File: src/rtl/alu_arbitro_rr.sv
// Round-robin arbiter that shares one ALU among NREQ requesters: grant, drive the ALU for one
// cycle, capture result and flags, and return them tagged with the requester index.
module alu_arbitro_rr #(
  parameter int unsigned NREQ  = 4,
  parameter int unsigned WIDTH = 32,
  parameter int unsigned IDW   = 2
) (
  input  logic                  clk,
  input  logic                  rst,
  input  logic [NREQ-1:0]       req_valid,
  output logic [NREQ-1:0]       req_ready,
  input  logic [NREQ*WIDTH-1:0] req_a,
  input  logic [NREQ*WIDTH-1:0] req_b,
  input  logic [NREQ*4-1:0]     req_op,
  output logic                  resp_valid,
  input  logic                  resp_ready,
  output logic [IDW-1:0]        resp_id,
  output logic [WIDTH-1:0]      resp_result,
  output logic                  resp_zero,
  output logic                  resp_carry,
  output logic                  resp_overflow,
  output logic                  resp_err,
  output logic [WIDTH-1:0]      alu_a,
  output logic [WIDTH-1:0]      alu_b,
  output logic [3:0]            alu_control,
  input  logic [WIDTH-1:0]      alu_resultado,
  input  logic                  alu_zero,
  input  logic                  alu_carry_out,
  input  logic                  alu_overflow
);

  typedef enum logic [1:0] {StIdle, StExec, StResp} state_e;

  state_e            state_q, state_d;
  logic [IDW-1:0]    ptr_q, ptr_d;
  logic [IDW-1:0]    id_q, id_d;
  logic [WIDTH-1:0]  a_q, a_d;
  logic [WIDTH-1:0]  b_q, b_d;
  logic [3:0]        op_q, op_d;
  logic [IDW-1:0]    resp_id_q, resp_id_d;
  logic [WIDTH-1:0]  resp_result_q, resp_result_d;
  logic              resp_zero_q, resp_zero_d;
  logic              resp_carry_q, resp_carry_d;
  logic              resp_ovf_q, resp_ovf_d;
  logic              resp_err_q, resp_err_d;

  logic              grant_found;
  logic [IDW-1:0]    grant_id;
  logic [IDW:0]      idx;

  function automatic logic op_legal(input logic [3:0] op);
    case (op)
      4'b0000, 4'b0001, 4'b0010, 4'b0110, 4'b0111, 4'b1100: return 1'b1;
      default: return 1'b0;
    endcase
  endfunction

  // Cyclic search starting at ptr; idx is one bit wider so ptr+k never overflows before the wrap.
  always_comb begin
    grant_found = 1'b0;
    grant_id    = '0;
    idx         = '0;
    for (int k = 0; k < NREQ; k++) begin
      idx = {1'b0, ptr_q} + (IDW+1)'(k);
      if (idx >= (IDW+1)'(NREQ)) begin
        idx = idx - (IDW+1)'(NREQ);
      end
      if (!grant_found && req_valid[idx[IDW-1:0]]) begin
        grant_found = 1'b1;
        grant_id    = idx[IDW-1:0];
      end
    end
  end

  always_comb begin
    state_d       = state_q;
    ptr_d         = ptr_q;
    id_d          = id_q;
    a_d           = a_q;
    b_d           = b_q;
    op_d          = op_q;
    resp_id_d     = resp_id_q;
    resp_result_d = resp_result_q;
    resp_zero_d   = resp_zero_q;
    resp_carry_d  = resp_carry_q;
    resp_ovf_d    = resp_ovf_q;
    resp_err_d    = resp_err_q;
    req_ready     = '0;

    case (state_q)
      StIdle: begin
        if (grant_found) begin
          req_ready[grant_id] = 1'b1;
          id_d    = grant_id;
          a_d     = req_a[grant_id*WIDTH +: WIDTH];
          b_d     = req_b[grant_id*WIDTH +: WIDTH];
          op_d    = req_op[grant_id*4 +: 4];
          state_d = StExec;
        end
      end
      StExec: begin
        resp_id_d = id_q;
        if (op_legal(op_q)) begin
          resp_result_d = alu_resultado;
          resp_zero_d   = alu_zero;
          resp_carry_d  = alu_carry_out;
          resp_ovf_d    = alu_overflow;
          resp_err_d    = 1'b0;
        end else begin
          resp_result_d = '0;
          resp_zero_d   = 1'b0;
          resp_carry_d  = 1'b0;
          resp_ovf_d    = 1'b0;
          resp_err_d    = 1'b1;
        end
        state_d = StResp;
      end
      StResp: begin
        if (resp_ready) begin
          ptr_d   = (id_q == IDW'(NREQ-1)) ? '0 : id_q + IDW'(1);
          state_d = StIdle;
        end
      end
      default: state_d = StIdle;
    endcase

    // No grant is offered while reset is asserted.
    if (rst) begin
      req_ready = '0;
    end
  end

  always_ff @(posedge clk) begin
    if (rst) begin
      state_q       <= StIdle;
      ptr_q         <= '0;
      id_q          <= '0;
      a_q           <= '0;
      b_q           <= '0;
      op_q          <= '0;
      resp_id_q     <= '0;
      resp_result_q <= '0;
      resp_zero_q   <= 1'b0;
      resp_carry_q  <= 1'b0;
      resp_ovf_q    <= 1'b0;
      resp_err_q    <= 1'b0;
    end else begin
      state_q       <= state_d;
      ptr_q         <= ptr_d;
      id_q          <= id_d;
      a_q           <= a_d;
      b_q           <= b_d;
      op_q          <= op_d;
      resp_id_q     <= resp_id_d;
      resp_result_q <= resp_result_d;
      resp_zero_q   <= resp_zero_d;
      resp_carry_q  <= resp_carry_d;
      resp_ovf_q    <= resp_ovf_d;
      resp_err_q    <= resp_err_d;
    end
  end

  assign resp_valid    = (state_q == StResp);
  assign resp_id       = resp_id_q;
  assign resp_result   = resp_result_q;
  assign resp_zero     = resp_zero_q;
  assign resp_carry    = resp_carry_q;
  assign resp_overflow = resp_ovf_q;
  assign resp_err      = resp_err_q;
  assign alu_a         = a_q;
  assign alu_b         = b_q;
  assign alu_control   = op_q;

endmodule

File: config.mk
export PLATFORM = sky130hd
export DESIGN_NAME = alu_arbitro_rr
export DESIGN_NICKNAME = d
export VERILOG_FILES = /design/src/rtl/alu_arbitro_rr.sv
export SDC_FILE = /design/constraint.sdc
export NUM_CORES = 1
export LEC_CHECK = 0
export ABC_AREA = 0
export BUFFER_PORTS_ARGS = -buffer_cell sky130_fd_sc_hd__buf_2
export CAP_MARGIN = 20
export CORE_AREA = 2 2 167 169
export DETAILED_ROUTE_END_ITERATION = 16
export DIE_AREA = 0 0 169 171
export PLACE_DENSITY_LB_ADDON = 0.3
export SYNTH_ARGS = -nofsm -noshare
export SYNTH_HDL_FRONTEND = slang
export SYNTH_SLANG_ARGS = --single-unit
export TNS_END_PERCENT = 10
File: constraint.sdc
create_clock -name clk -period 2.9 [get_ports clk]
set_input_delay 0.29 -clock clk [delete_from_list [all_inputs] [get_ports clk]]
set_output_delay 0.29 -clock clk [all_outputs]
set_load 0.01 [all_outputs]
After elaboration in Yosys (flattened, before gate mapping)
Index checks and enable logic that the tools add are counted.

Equal/unequal tests: 10. Order comparisons: 10. Add/subtract/negate cells: 8. Reduce and logical (&&, ||, !) cells: 13. Muxes and demuxes: 36. Shift operators: 3.

Operator list (number): variable part select 128 x 8 -> 32 bit (2); two-way mux 32 bit (1); two-way mux 2 bit (11); variable part select 16 x 5 -> 4 bit (1); < comparator 2 x 3 -> 1 bit, second input constant (5); two-way mux 1 bit (15); two-way mux 4 bit (3); greater-or-equal comparator 3 bit, second input constant (3); binary-select mux 1 bit (select 2 bit) (4); equality test 4 x 3 -> 1 bit, second input constant (2); subtractor 2 x 1 -> 2 bit, second input constant (4); adder 2 x 2 -> 3 bit, second input constant (2); case mux 2 bit (3 select lines) (1); AND reduction 2 bit (3); OR reduction 6 bit (1); equality test 2 bit, second input constant (2); equality test 4 x 1 -> 1 bit, second input constant (1); equality test 4 x 2 -> 1 bit, second input constant (1); equality test 4 bit, second input constant (1); logical AND 1 bit (4); zero test 4 bit (1); adder 2 x 1 -> 3 bit, second input constant (1); greater-or-equal comparator 2 x 3 -> 1 bit, second input constant (1); zero test 1 bit (3); 7 further kinds (7).

Bits in registers: 112. Output and inout bits: 111. Input bits: 314. Logic and storage cells: 92.

Logic depth before layout (Yosys ltp)
Word-level depth: 21. Gate-level depth with buffers: 8.

Worst setup path before layout
No wires, ideal clock.

Path type: input-to-output. From: in req_valid[2]. To: out req_ready[1]. Slack: 0.943 ns. Path buffers: 3. Stages: 7. Data arrival time: 1.667 ns. Cell sequence: nor2b_1 > or4b_1 > and2_1 > clkbuf_2 > buf_6 > buf_6 > nor2_1.

Longest elaborated chain between the ends: 19. Elaborated cells between the ends (all ways): 30. Classes of those cells: 2 x order compare; 21 x mux; 7 x reduce/logical.

Ends and longest elaborated chain: start, declared (RTL line 10) `input logic [NREQ-1:0] req_valid,`; binary-select mux 1 bit (select 2 bit) (RTL line 68) `if (!grant_found && req_valid[idx[IDW-1:0]]) begin`; two-way mux 1 bit (implied by the code) (RTL line 68); two-way mux 1 bit (RTL line 68); zero test 1 bit (RTL line 68); logical AND 1 bit (RTL line 68); two-way mux 1 bit (RTL line 68); zero test 1 bit (RTL line 68); logical AND 1 bit (RTL line 68); [3 not listed]; two-way mux 2 bit (RTL line 68); < comparator 2 x 3 -> 1 bit (implied by the code) / greater-or-equal comparator 2 x 1 -> 1 bit (equally long branches) (RTL line 93) `req_ready[grant_id] = 1'b1;`; logical AND 1 bit (implied by the code) (RTL line 93); two-way mux 1 bit (implied by the code) (RTL line 93); demux 1 bit (select 2 bit) (RTL line 93); two-way mux 4 bit * (RTL line 92) `if (grant_found) begin`; two-way mux 4 bit * (RTL line 90) `case (state_q)`; two-way mux 4 bit * (RTL line 128) `if (rst) begin`; end, declared (RTL line 11) `output logic [NREQ-1:0] req_ready,`.

Every way passes the cells marked *; elsewhere a longest branch is shown, timed or not. The select of a mux whose other input is x is not followed.

Worst setup path after layout
From: reg ptr_q[0]. To: out req_ready[1].

Longest elaborated chain between the ends: 21. Elaborated cells between the ends (all ways): 45. Classes of those cells: 7 x add/sub; 6 x order compare; 25 x mux; 7 x reduce/logical.

Ends and longest elaborated chain: start, declared (RTL line 35) `logic [IDW-1:0] ptr_q, ptr_d;`; start signal, assigned (RTL line 149) `ptr_q <= ptr_d;`; parallel branches: the longest is 18 deep, another holds adder 2 x 1 -> 3 bit; two-way mux 4 bit * (RTL line 92); two-way mux 4 bit * (RTL line 90); two-way mux 4 bit * (RTL line 128).

Mark *: on every way between the ends. The select of a mux whose other input is x is not followed.

==> impl_metrics.py <==
metrics = {
    "finish": {
        "seq_area_um2": 2240,
        "fillers": 2927,
        "area_growth_pct": 51.1,
        "multi_input_area_um2": 2850,
        "final_nets": 1238,
        "layout-drive-gt1-share": 0.498,
        "fin_util": 0.296,
    },
    "route": {
        "wirelength_um": 20800,
        "vias": 5592,
        "routedWlPerCell_um": 16.3,
        "drt_iter0_markers": 216,
        "drcViolationCount": 0,
        "viasPerCell": 4.39,
        "ant_nets": 0,
        "drt_first_pass_iters": 4,
    },
    "clocking": {
        "cts_hold_buf": 0,
        "clk_latency_ns": 0.36,
        "clock-sinks": 112,
        "cts_buffers": 9,
        "h-tree-depth": 3,
        "path_clk_slew_ns": 0.09,
        "cts_max_path_buffers": 2,
        "postCtsSetupBuffers": 0,
        "cts_tree": "done",
        "post_cts_resized": 0,
        "clockRootBuffer": "clkbuf_16",
    },
    "global_routing": {
        "first_global_vias": 5633,
        "overflow": 0,
        "grtUsageTotal": 0.136,
        "grt_pass1_wl_um": 30400,
        "antenna_found_initial": 1,
        "grt_max_degree": 47,
    },
    "synthesis": {
        "ys_ff_latch": 112,
        "synthDominantCellAreaShare": 0.419,
        "synth_edf_count": 0,
        "synth_most_common_cell": "mux2i_1",
        "synth_common_cells": "mux2i_1 (139), dfxtp_1 (112), nand2_1 (77)",
        "synth_cell_types": 27,
        "synthCells": 519,
        "yosys_warnings": 0,
        "synth_fp_nets": 834,
        "ys_async_sr_fraction": 0,
        "ys_seq_area_frac": 0.419,
        "ys_top_cells_by_area": "dfxtp_1 (42%), mux2i_1 (26%), o221ai_1 (11%)",
        "post-synth-top-area-cell": "dfxtp_1",
        "avgSynthCellArea_um2": 10.3,
        "synthesis.area_um2": 5360,
        "synthFlopType": "dfxtp_1",
    },
    "setup_path": {
        "critPathLaunchType": "flop",
        "cp_max_fo": 46,
        "critPathKind": "flop to output port",
        "critPathArrivalTime_ns": 2.06,
        "end_kind": "output port",
        "worstPathRequired_ns": 2.61,
    },
    "power_and_ir_drop": {
        "p_leak_nw": 4.46,
        "pwr-share-seq": 0.435,
        "swShare": 0.316,
        "power.internal_w": 0.00286,
        "power_switching_w": 0.00132,
        "finalPower_w": 0.00418,
        "power_density_nw_per_um2": 517,
        "pwr-share-comb": 0.265,
        "clkPwrFrac": 0.300,
        "vdd_drop_max_uv": 236,
    },
    "worst_hold_path": {
        "hold_path.class": "primary input to flop",
    },
    "sta": {
        "min_period_ns": 2.35,
        "tightest_slew_ns": 0.864,
        "setup_viol": 0,
        "hold-worst-slack_ns": 0.139,
        "fmax_ghz": 0.425,
        "rsz0062_at_grt": "no",
        "fin_crit_sh": 0.812,
        "drv_slew": 0,
        "slew_headroom": 0.424,
        "fin_worst_skew_ns": 0.0123,
        "hold_viol_final": 0,
        "setup_tns_ns": 0,
    },
    "floorplanning": {
        "die_w_um": 169,
        "die_area_um2": 28900,
        "fp.dieH_um": 171,
        "start_util": 0.196,
        "coreArea_um2": 27300,
        "ios": 425,
        "rows": 61,
    },
    "placed_design": {
        "place.gp.congestion": 0.771,
        "port-buffer-count": 424,
        "place_hpwl_um": 16400,
    },
    "outcome": {
        "outcome": "completed",
    },
    "run": {
        "cap_violations": 0,
    },
}
[final cells by class]
cell class,count,area share
diodes,1,0.000309
clock buffers,10,0.0283
clock inverters,6,0.00696
multi-input cells,360,0.352
flip-flops and latches,112,0.277
well taps,346,0.0535
repair buffers,440,0.282
[flip-flops by register name, indices dropped and copies added (netlist names), 2 cells and up]
name	flops
alu_a	32
alu_b	32
resp_result	32
alu_control	4
id_q	2
ptr_q	2
resp_id	2
state_q	2
[logic make-up after synthesis]
group                    after synthesis  synth area share
adder cells (fa/ha/maj)                1           0.00234
AND/OR/NAND/NOR                      107            0.0843
XOR/XNOR                               1           0.00164
flip-flops                           112             0.419
AO/OA/AOI/OAI                        111             0.178
buffers and inverters                 47            0.0533
multiplexers                         140             0.262
[final timing paths]
| check | start | end | slack, ns | cells after the start |
|---|---|---|---|---|
| setup / recovery | ptr_q[0] | req_ready[1] | 0.55 | 5 |
| hold / removal | alu_resultado[13] | resp_result[13] | 0.14 | 2 |
| setup reg to reg | ptr_q[0] | alu_a[28] | 0.68 | 6 |
| hold reg to reg | alu_b[14] | alu_b[14] | 0.46 | 2 |
[per-stage QoR]
step                setup WS (ns)  instance area, um^2  std cells
floorplan                   0.943                 5360        519
global placement            0.566                 7810       1258
detailed placement          0.530                 7810       1258
CTS                         0.507                 8090       1274
global route                0.422                 8090       1274
finish                      0.546                 8100       1275
[placed cells by master, fill, tap and decap left out, types with 2 or more instances in the layout]
master,count
buf_2,424
mux2i_1,139
dfxtp_1,112
nand2_1,76
o221ai_1,68
a22o_1,35
buf_4,13
nor2_1,11
clkbuf_16,9
nor2b_1,5
a21oi_1,5
inv_6,3
buf_12,3
nand2b_1,2
nor3_1,2
inv_8,2
[power groups by stage]
stage                     Combinational (W)  Sequential [W]  Clock [W]
after CTS                           0.00113         0.00182    0.00133
final                               0.00111         0.00182    0.00125
after global routing                0.00121         0.00184    0.00138
after detailed placement            0.00113         0.00185          0
after floorplan                    0.000516         0.00192          0
after global placement              0.00112         0.00186          0
[per-layer routing]
| metal | track usage | up-vias | part of all wire |
|---|---|---|---|
| li1 | - | 2781 | - |
| met1 | 0.149 | 2540 | 0.40 |
| met2 | 0.251 | 259 | 0.51 |
| met3 | 0.0440 | 12 | 0.083 |
| met4 | 0.0360 | 0 | 0.011 |
| met5 | 0 | - | 0 |
[critical path, cell delays in order, from the launching register on]
cell and delay [ns]:
dfxtp_1 0.36, nor2b_1 0.06, or4b_1 0.52, and2_4 0.42, nor2_1 0.20, buf_2 0.15
Power figures use the tool's default switching activity.
